**src/rtl/serial_add_pkg.sv**
```systemverilog
// Shared constants for the bit-serial adder sequencer.
// Holds the FSM state encoding and the WIDTH upper bound.
// No logic; imported by serial_add_ctrl.
package serial_add_pkg;

    localparam int ST_W      = 2;
    localparam int MAX_WIDTH = 64;

    typedef enum logic [ST_W-1:0] {
        ST_IDLE = 2'd0,
        ST_RUN  = 2'd1,
        ST_DONE = 2'd2
    } state_t;

endpackage

```
**src/rtl/full_adder.sv**
```systemverilog
// One-bit full adder cell, combinational.
// Latency: zero cycles.
// Backpressure: none; pure function of its inputs.
module full_adder (
    input  logic a,
    input  logic b,
    input  logic ci,
    output logic s,
    output logic co
);

    assign s  = a ^ b ^ ci;
    assign co = (a & b) | (ci & (a ^ b));

endmodule

```
**src/rtl/serial_add_ctrl.sv**
```systemverilog
// Bit-serial WIDTH-bit adder, LSB first through one full_adder; optional ovf via SERIAL_ADD_OVF_EN.
// Latency: start at edge k -> done in the cycle after edge k+WIDTH, idle after edge k+WIDTH+1.
// Backpressure: none queued; start is ignored while busy, so requesters wait for busy=0.
module serial_add_ctrl
    import serial_add_pkg::*;
#(
    parameter int WIDTH = 8
) (
    input  logic             clk,
    input  logic             rst,
    input  logic             start,
    input  logic [WIDTH-1:0] a,
    input  logic [WIDTH-1:0] b,
    input  logic             cin,
    output logic             busy,
    output logic             done,
    output logic [WIDTH-1:0] sum,
`ifdef SERIAL_ADD_OVF_EN
    output logic             ovf,
`endif
    output logic             cout
);

    localparam int CNT_W = $clog2(WIDTH + 1);

    if (WIDTH < 1 || WIDTH > MAX_WIDTH) begin : g_bad_width
        $error("serial_add_ctrl: WIDTH out of range");
    end

    state_t           state;
    state_t           state_nxt;
    logic [WIDTH-1:0] a_sr;
    logic [WIDTH-1:0] b_sr;
    logic [WIDTH-1:0] sum_q;
    logic [WIDTH-1:0] sum_shift;
    logic [CNT_W-1:0] cnt;
    logic             carry;
    logic             cout_q;
    logic             last;
    logic             fa_s;
    logic             fa_co;
`ifdef SERIAL_ADD_OVF_EN
    logic             c_msb;
`endif

    full_adder u_fa (
        .a  (a_sr[0]),
        .b  (b_sr[0]),
        .ci (carry),
        .s  (fa_s),
        .co (fa_co)
    );

    assign last = (cnt == CNT_W'(WIDTH - 1));

    // Written as shift-then-overwrite so WIDTH=1 needs no special case.
    always_comb begin
        sum_shift            = sum_q >> 1;
        sum_shift[WIDTH-1]   = fa_s;
    end

    always_comb begin
        state_nxt = state;
        case (state)
            ST_IDLE: if (start) state_nxt = ST_RUN;
            ST_RUN:  if (last)  state_nxt = ST_DONE;
            ST_DONE: state_nxt = ST_IDLE;
            default: state_nxt = ST_IDLE;
        endcase
    end

    always_ff @(posedge clk) begin
        if (rst) begin
            state <= ST_IDLE;
        end else begin
            state <= state_nxt;
        end
    end

    always_ff @(posedge clk) begin
        if (rst) begin
            a_sr   <= '0;
            b_sr   <= '0;
            sum_q  <= '0;
            cnt    <= '0;
            carry  <= 1'b0;
            cout_q <= 1'b0;
`ifdef SERIAL_ADD_OVF_EN
            c_msb  <= 1'b0;
`endif
        end else begin
            case (state)
                ST_IDLE: begin
                    if (start) begin
                        a_sr   <= a;
                        b_sr   <= b;
                        carry  <= cin;
                        cnt    <= '0;
                        sum_q  <= '0;
                        cout_q <= 1'b0;
`ifdef SERIAL_ADD_OVF_EN
                        c_msb  <= 1'b0;
`endif
                    end
                end
                ST_RUN: begin
                    sum_q <= sum_shift;
                    carry <= fa_co;
                    a_sr  <= a_sr >> 1;
                    b_sr  <= b_sr >> 1;
                    cnt   <= cnt + CNT_W'(1);
                    if (last) begin
                        cout_q <= fa_co;
`ifdef SERIAL_ADD_OVF_EN
                        // Carry into the MSB, before the MSB add consumes it.
                        c_msb  <= carry;
`endif
                    end
                end
                default: ;
            endcase
        end
    end

    assign busy = (state != ST_IDLE);
    assign done = (state == ST_DONE);
    assign sum  = sum_q;
    assign cout = cout_q;
`ifdef SERIAL_ADD_OVF_EN
    assign ovf  = c_msb ^ cout_q;
`endif

endmodule
```
**config.mk**
```make
export PLATFORM = sky130hd
export DESIGN_NAME = serial_add_ctrl
export DESIGN_NICKNAME = d
export VERILOG_FILES = /design/src/rtl/serial_add_pkg.sv /design/src/rtl/full_adder.sv /design/src/rtl/serial_add_ctrl.sv
export SDC_FILE = /design/constraint.sdc
export NUM_CORES = 1
export LEC_CHECK = 0
export CAP_MARGIN = 15
export CORE_ASPECT_RATIO = 1.4
export CORE_MARGIN = 10
export CORE_UTILIZATION = 40
export DETAILED_ROUTE_END_ITERATION = 16
export PLACE_DENSITY = 0.68
export SYNTH_ARGS = -nofsm -noshare
export SYNTH_HDL_FRONTEND = slang
export SYNTH_HIERARCHICAL = 1
export SYNTH_SLANG_ARGS = --single-unit
```
**constraint.sdc**
```tcl
create_clock -name clk -period 1.7 [get_ports clk]
set_clock_uncertainty 0.15 [all_clocks]
set_input_delay 0.34 -clock clk [delete_from_list [all_inputs] [get_ports clk]]
set_output_delay 0.34 -clock clk [all_outputs]
set_load 0.03 [all_outputs]
```
# Yosys cells after proc, flatten, opt, wreduce, memory -nomap -nowiden
# Cells that the tools add are included.
# totals
reg_bits	32
in_bits	20
# op_classes
bitwise	5
n_eq_ne	5
n_mux	16
add_sub_neg	1
reduce_logical	6
# op_table
operator	count
one-hot mux 8 bit (2 select lines)	3
2-to-1 mux 8 bit	3
one-hot mux 4 bit (2 select lines)	1
adder 4 x 1 -> 4 bit (second input constant)	1
== test 4 x 3 -> 1 bit (second input constant)	1
2-to-1 mux 2 bit	2
2-to-1 mux 4 bit	1
inequality test 2 bit (second input constant)	2
one-hot mux 1 bit (2 select lines)	2
one-hot mux 2 bit (2 select lines)	1
AND reduction 2 bit	2
nonzero test 2 bit	2
2-to-1 mux 1 bit	3
AND reduction 3 bit	1
bitwise AND 1 bit	2
== test 2 x 1 -> 1 bit (second input constant)	1
== test 2 bit (second input constant)	1
zero test 2 bit	1
XOR 1 bit	2
bitwise OR 1 bit	1

# Logic depth before layout (Yosys ltp)
# logic_depth
depth_word	5
ltp_mapped	6

# By module
# Netlist, hierarchy kept.
# by_module_without_submodules
mod	n_inst	cells_each	area_each_um2	seq_area_each_um2
serial_add_ctrl	1	162	1462.7	640.6
full_adder	1	1	20.0	0.0

# Worst setup path after synthesis
# No wires, ideal clock.
# synth_path
path_type	reg2out
startpoint	register state[1]
endpoint	output port done
setup_slack_ns	0.315
required_time_ns	1.210
arrival_ns	0.895
stages_incl_launch_ff	3
cell_sequence	dfxtp_1 buf_6 nor2b_1
# synth_via
elab_chain_cells	1
# synth_lines
item	line	source
from (decl)	serial_add_ctrl.sv:30	state_t state;
from (signal assigned)	serial_add_ctrl.sv:76	state <= state_nxt;
== test 2 bit	serial_add_ctrl.sv:126	assign done = (state == ST_DONE);
to (decl)	serial_add_ctrl.sv:16	output logic done,
# No other way between the ends.

# Worst setup path in the final report
# layout_path
startpoint	register state[0]
endpoint	output port busy
# layout_via
elab_chain_cells	1
# layout_lines
item	line	source
nonzero test 2 bit	serial_add_ctrl.sv:125	assign busy = (state != ST_IDLE);
to (decl)	serial_add_ctrl.sv:15	output logic busy,
# No other way between the ends.

==> results.tsv <==
stage	metric	value	unit
worst_setup_path	crit_family	flip-flops	
clock_network	htree_levels	2	
placed_design	io_buffers	30	
worst_setup_path	slowest_stage	dfxtp_2	
sta	fmax	613.9	MHz
worst_setup_path	crit_fanout	9	
clock_network	ctsHoldBuffers	0	
die	die-area	6576	µm²
worst_setup_path	critPathBufInv	1	
worst_setup_path	critPathKind	reg2out	
die	rows	26	
grt	grt_max_degree	29	
clock_network	clock_latency	280	ps
power_and_ir_drop	p_int	1246	µW
worst_setup_path	rr_worst_depth	4	
clock_network	cts_root_buf	clkbuf_8	
sta	slew_headroom	77.84	%
die	start_util	41.06	%
clock_network	clock-sinks	32	
placed_design	place.detailed.hpwl	2526	µm
sta	setup_viol	0	
cells_and_area	layout_commonest_cell	dfxtp_1	
synth	synth_cells	163	
synth	syn_area	1483	µm²
routing	first_pass_iters	4	
routing	routedWlPerCell	15.14	µm
placed_design	place_congestion	0.7354	
worst_hold_path	hold_path_depth	2	
worst_hold_path	min_path_type	reg2reg	
power_and_ir_drop	report.power.total	1685	µW
sta	slew_violations	0	
grt	grt_pass1_wl	6120	µm
grt	grt-ovfl-total	0	
clock_network	cts_setup_buffers	0	
synth	ys_seq_area_share	43.21	%
routing	vias	1251	
job	drv_cap	0	
die	die_h	92.04	µm
power_and_ir_drop	power.leakage	0.0007630	µW
synth	synth_cell_types	32	
grt	grt_antenna_before_repair	0	
clock_network	cts_tree	built	
worst_setup_path	cp.depth	2	
synth	syn_avg_cell_area	9.096	µm²
power_and_ir_drop	p_clk_share	35.6	%
synth	ys_ff_latch	32	
cells_and_area	nets	214	
routing	ant_nets	0	
worst_setup_path	critPathRequiredTime	1210	ps
clock_network	cts_buffer_depth	2	
synth	syn-num-nets	185	
sta	rsz0062_at_grt	false	
clock_network	cts_buffers	5	
cells_and_area	fillers	360	
cells_and_area	final_cell_mix	dfxtp_1 (30), nor2_1 (25), nand2_1 (21)	
power_and_ir_drop	irDropWorstVdd	0.0007116	V
worst_setup_path	start_kind	register	
worst_setup_path	path_cells	or2_2 -> buf_4	
sta	setup_slack	70.96	ps
synth	yosysWarnings	6	
power_and_ir_drop	p_sw_share	26.02	%
cells_and_area	syn_to_final_growth	27.43	%
cells_and_area	final_layout_size_suffix_gt1_share	16.58	%
power_and_ir_drop	p_switching	438.5	µW
die	fp.coreArea	3611	µm²
routing	drt_iter0_markers	48	
routing	routed_via_density	5.323	
clock_network	clk_pin_slew_worst_paths	60	ps
grt	grtUsageTotal	11.33	%
worst_setup_path	cp.arrival	1140	ps
routing	drc	0	
status	status	complete, no violations	
sta	post-route-min-period	1629	ps
placed_design	pre_cts_slack	-78.04	ps
worst_setup_path	end_kind	output port	
routing	totalWireLength	3559	µm
power_and_ir_drop	powerDensity	891.8	nW/µm²
sta	hold_viol_final	0	
sta	fin_crit_sh	95.83	%
sta	tightestPinTransition	333.7	ps
die	die_x	71.46	µm
die	num_io_pins	31	
power_and_ir_drop	power_frac_comb	15.6	%
cells_and_area	antenna_cells	0	
grt	grt_pass1_vias	1290	
power_and_ir_drop	power_frac_seq	48.8	%
worst_setup_path	max_stage_delay	380	ps
Yosys cell counts, drive strengths merged:
cell,n,area share (%)
a311oi,1,1.0
or2,2,0.84
nor2b,6,3.0
o21ba,1,0.68
a31oi,2,0.84
o21ai,1,0.34
dfxtp,32,43
o22ai,2,0.84
ha,1,0.84
a211oi,16,10
nor3,1,0.34
buf,12,7.8
a22oi,9,4.6
nand3b,1,0.51
or3,1,0.42
o21bai,1,1.3
nand3,3,1.0
nand4,1,0.42
fa,1,1.4
a21oi,17,5.7
nor2,25,6.3
nor3b,1,0.51
nand2b,1,0.93
clkbuf,3,0.76
and3b,1,0.59
nand2,21,5.3
through the flow:
step                      instance area [µm²]  instances  hold WS [ps]  TNS, ps  util, %
after floorplan                          1483        163         304.9        0        -
after global placement                   1805        227         332.7   -26.35    50.00
final                                    1889        235         358.7        0    52.32
after CTS                                1888        235         363.4        0    52.29
after detailed placement                 1805        227         352.4   -611.4    50.00
after global routing                     1889        235         384.4        0    52.32
cells by family after synthesis:
group           share of synthesized area [%]
buf+inv                                 8.607
flops                                   43.21
compound gates                          25.74
fa+ha+maj                               2.194
simple gates                            20.25
path summary, 6_finish.rpt:
| kind | end | from | slack (ps) |
|---|---|---|---|
| worst min-delay path | a_sr[7]$_SDFFE_PP0P_ | a_sr[7]$_SDFFE_PP0P_ | 360 |
| worst max register to register | b_sr[2]$_SDFFE_PP0P_ | state[0]$_SDFFE_PP0P_ | 290 |
| worst min register to register | a_sr[7]$_SDFFE_PP0P_ | a_sr[7]$_SDFFE_PP0P_ | 360 |
| worst max-delay path | busy | state[0]$_SDFFE_PP0P_ | 70 |
what timing repair did:
item,4_1_cts,5_1_grt
endpoints found under the setup margin,10,2
hold endpoints to repair,0,0
resized for setup,10,1
pin swaps,0,0
final cells by class:
| type | instances | area (µm²) | share of cell area, % |
|---|---|---|---|
| clock buffers | 6 | 82.58 | 4.371 |
| flip-flops and latches | 32 | 643.1 | 34.04 |
| well taps | 42 | 52.55 | 2.781 |
| multi-input cells | 116 | 714.4 | 37.81 |
| repair buffers | 37 | 386.6 | 20.46 |
| clock inverters | 2 | 10.01 | 0.5298 |
power by group through the flow:
stage	Clock (µW)	Combinational [µW]	Sequential (µW)
final	600	263	822
after floorplan	0	175	831
after detailed placement	0	263	838
after global routing	656	288	827
after CTS	618	263	822
after global placement	0	256	836
state kept, by name, summed over array words and instances (netlist names):
register and flops:
a_sr 8, cnt 4, state 2, carry 1
b_sr 8, cout 1, sum 8
worst reg2reg max path: stages, from the launching register on:
cell	delay [ps]
dfxtp_2	450
nor2b_4	210
buf_12	180
a21oi_1	90
a211oi_1	240
routing by layer:
| layer | up-vias | share of wire [%] | GRT usage [%] |
|---|---|---|---|
| met1 | 596 | 42 | 12.77 |
| met3 | 4 | 4.7 | 4.315 |
| met4 | 0 | 1.8 | 5.663 |
| li1 | 626 | - | - |
| met2 | 25 | 51 | 18.07 |
| met5 | - | 0 | 0 |
Power figures use the tool's default switching activity.
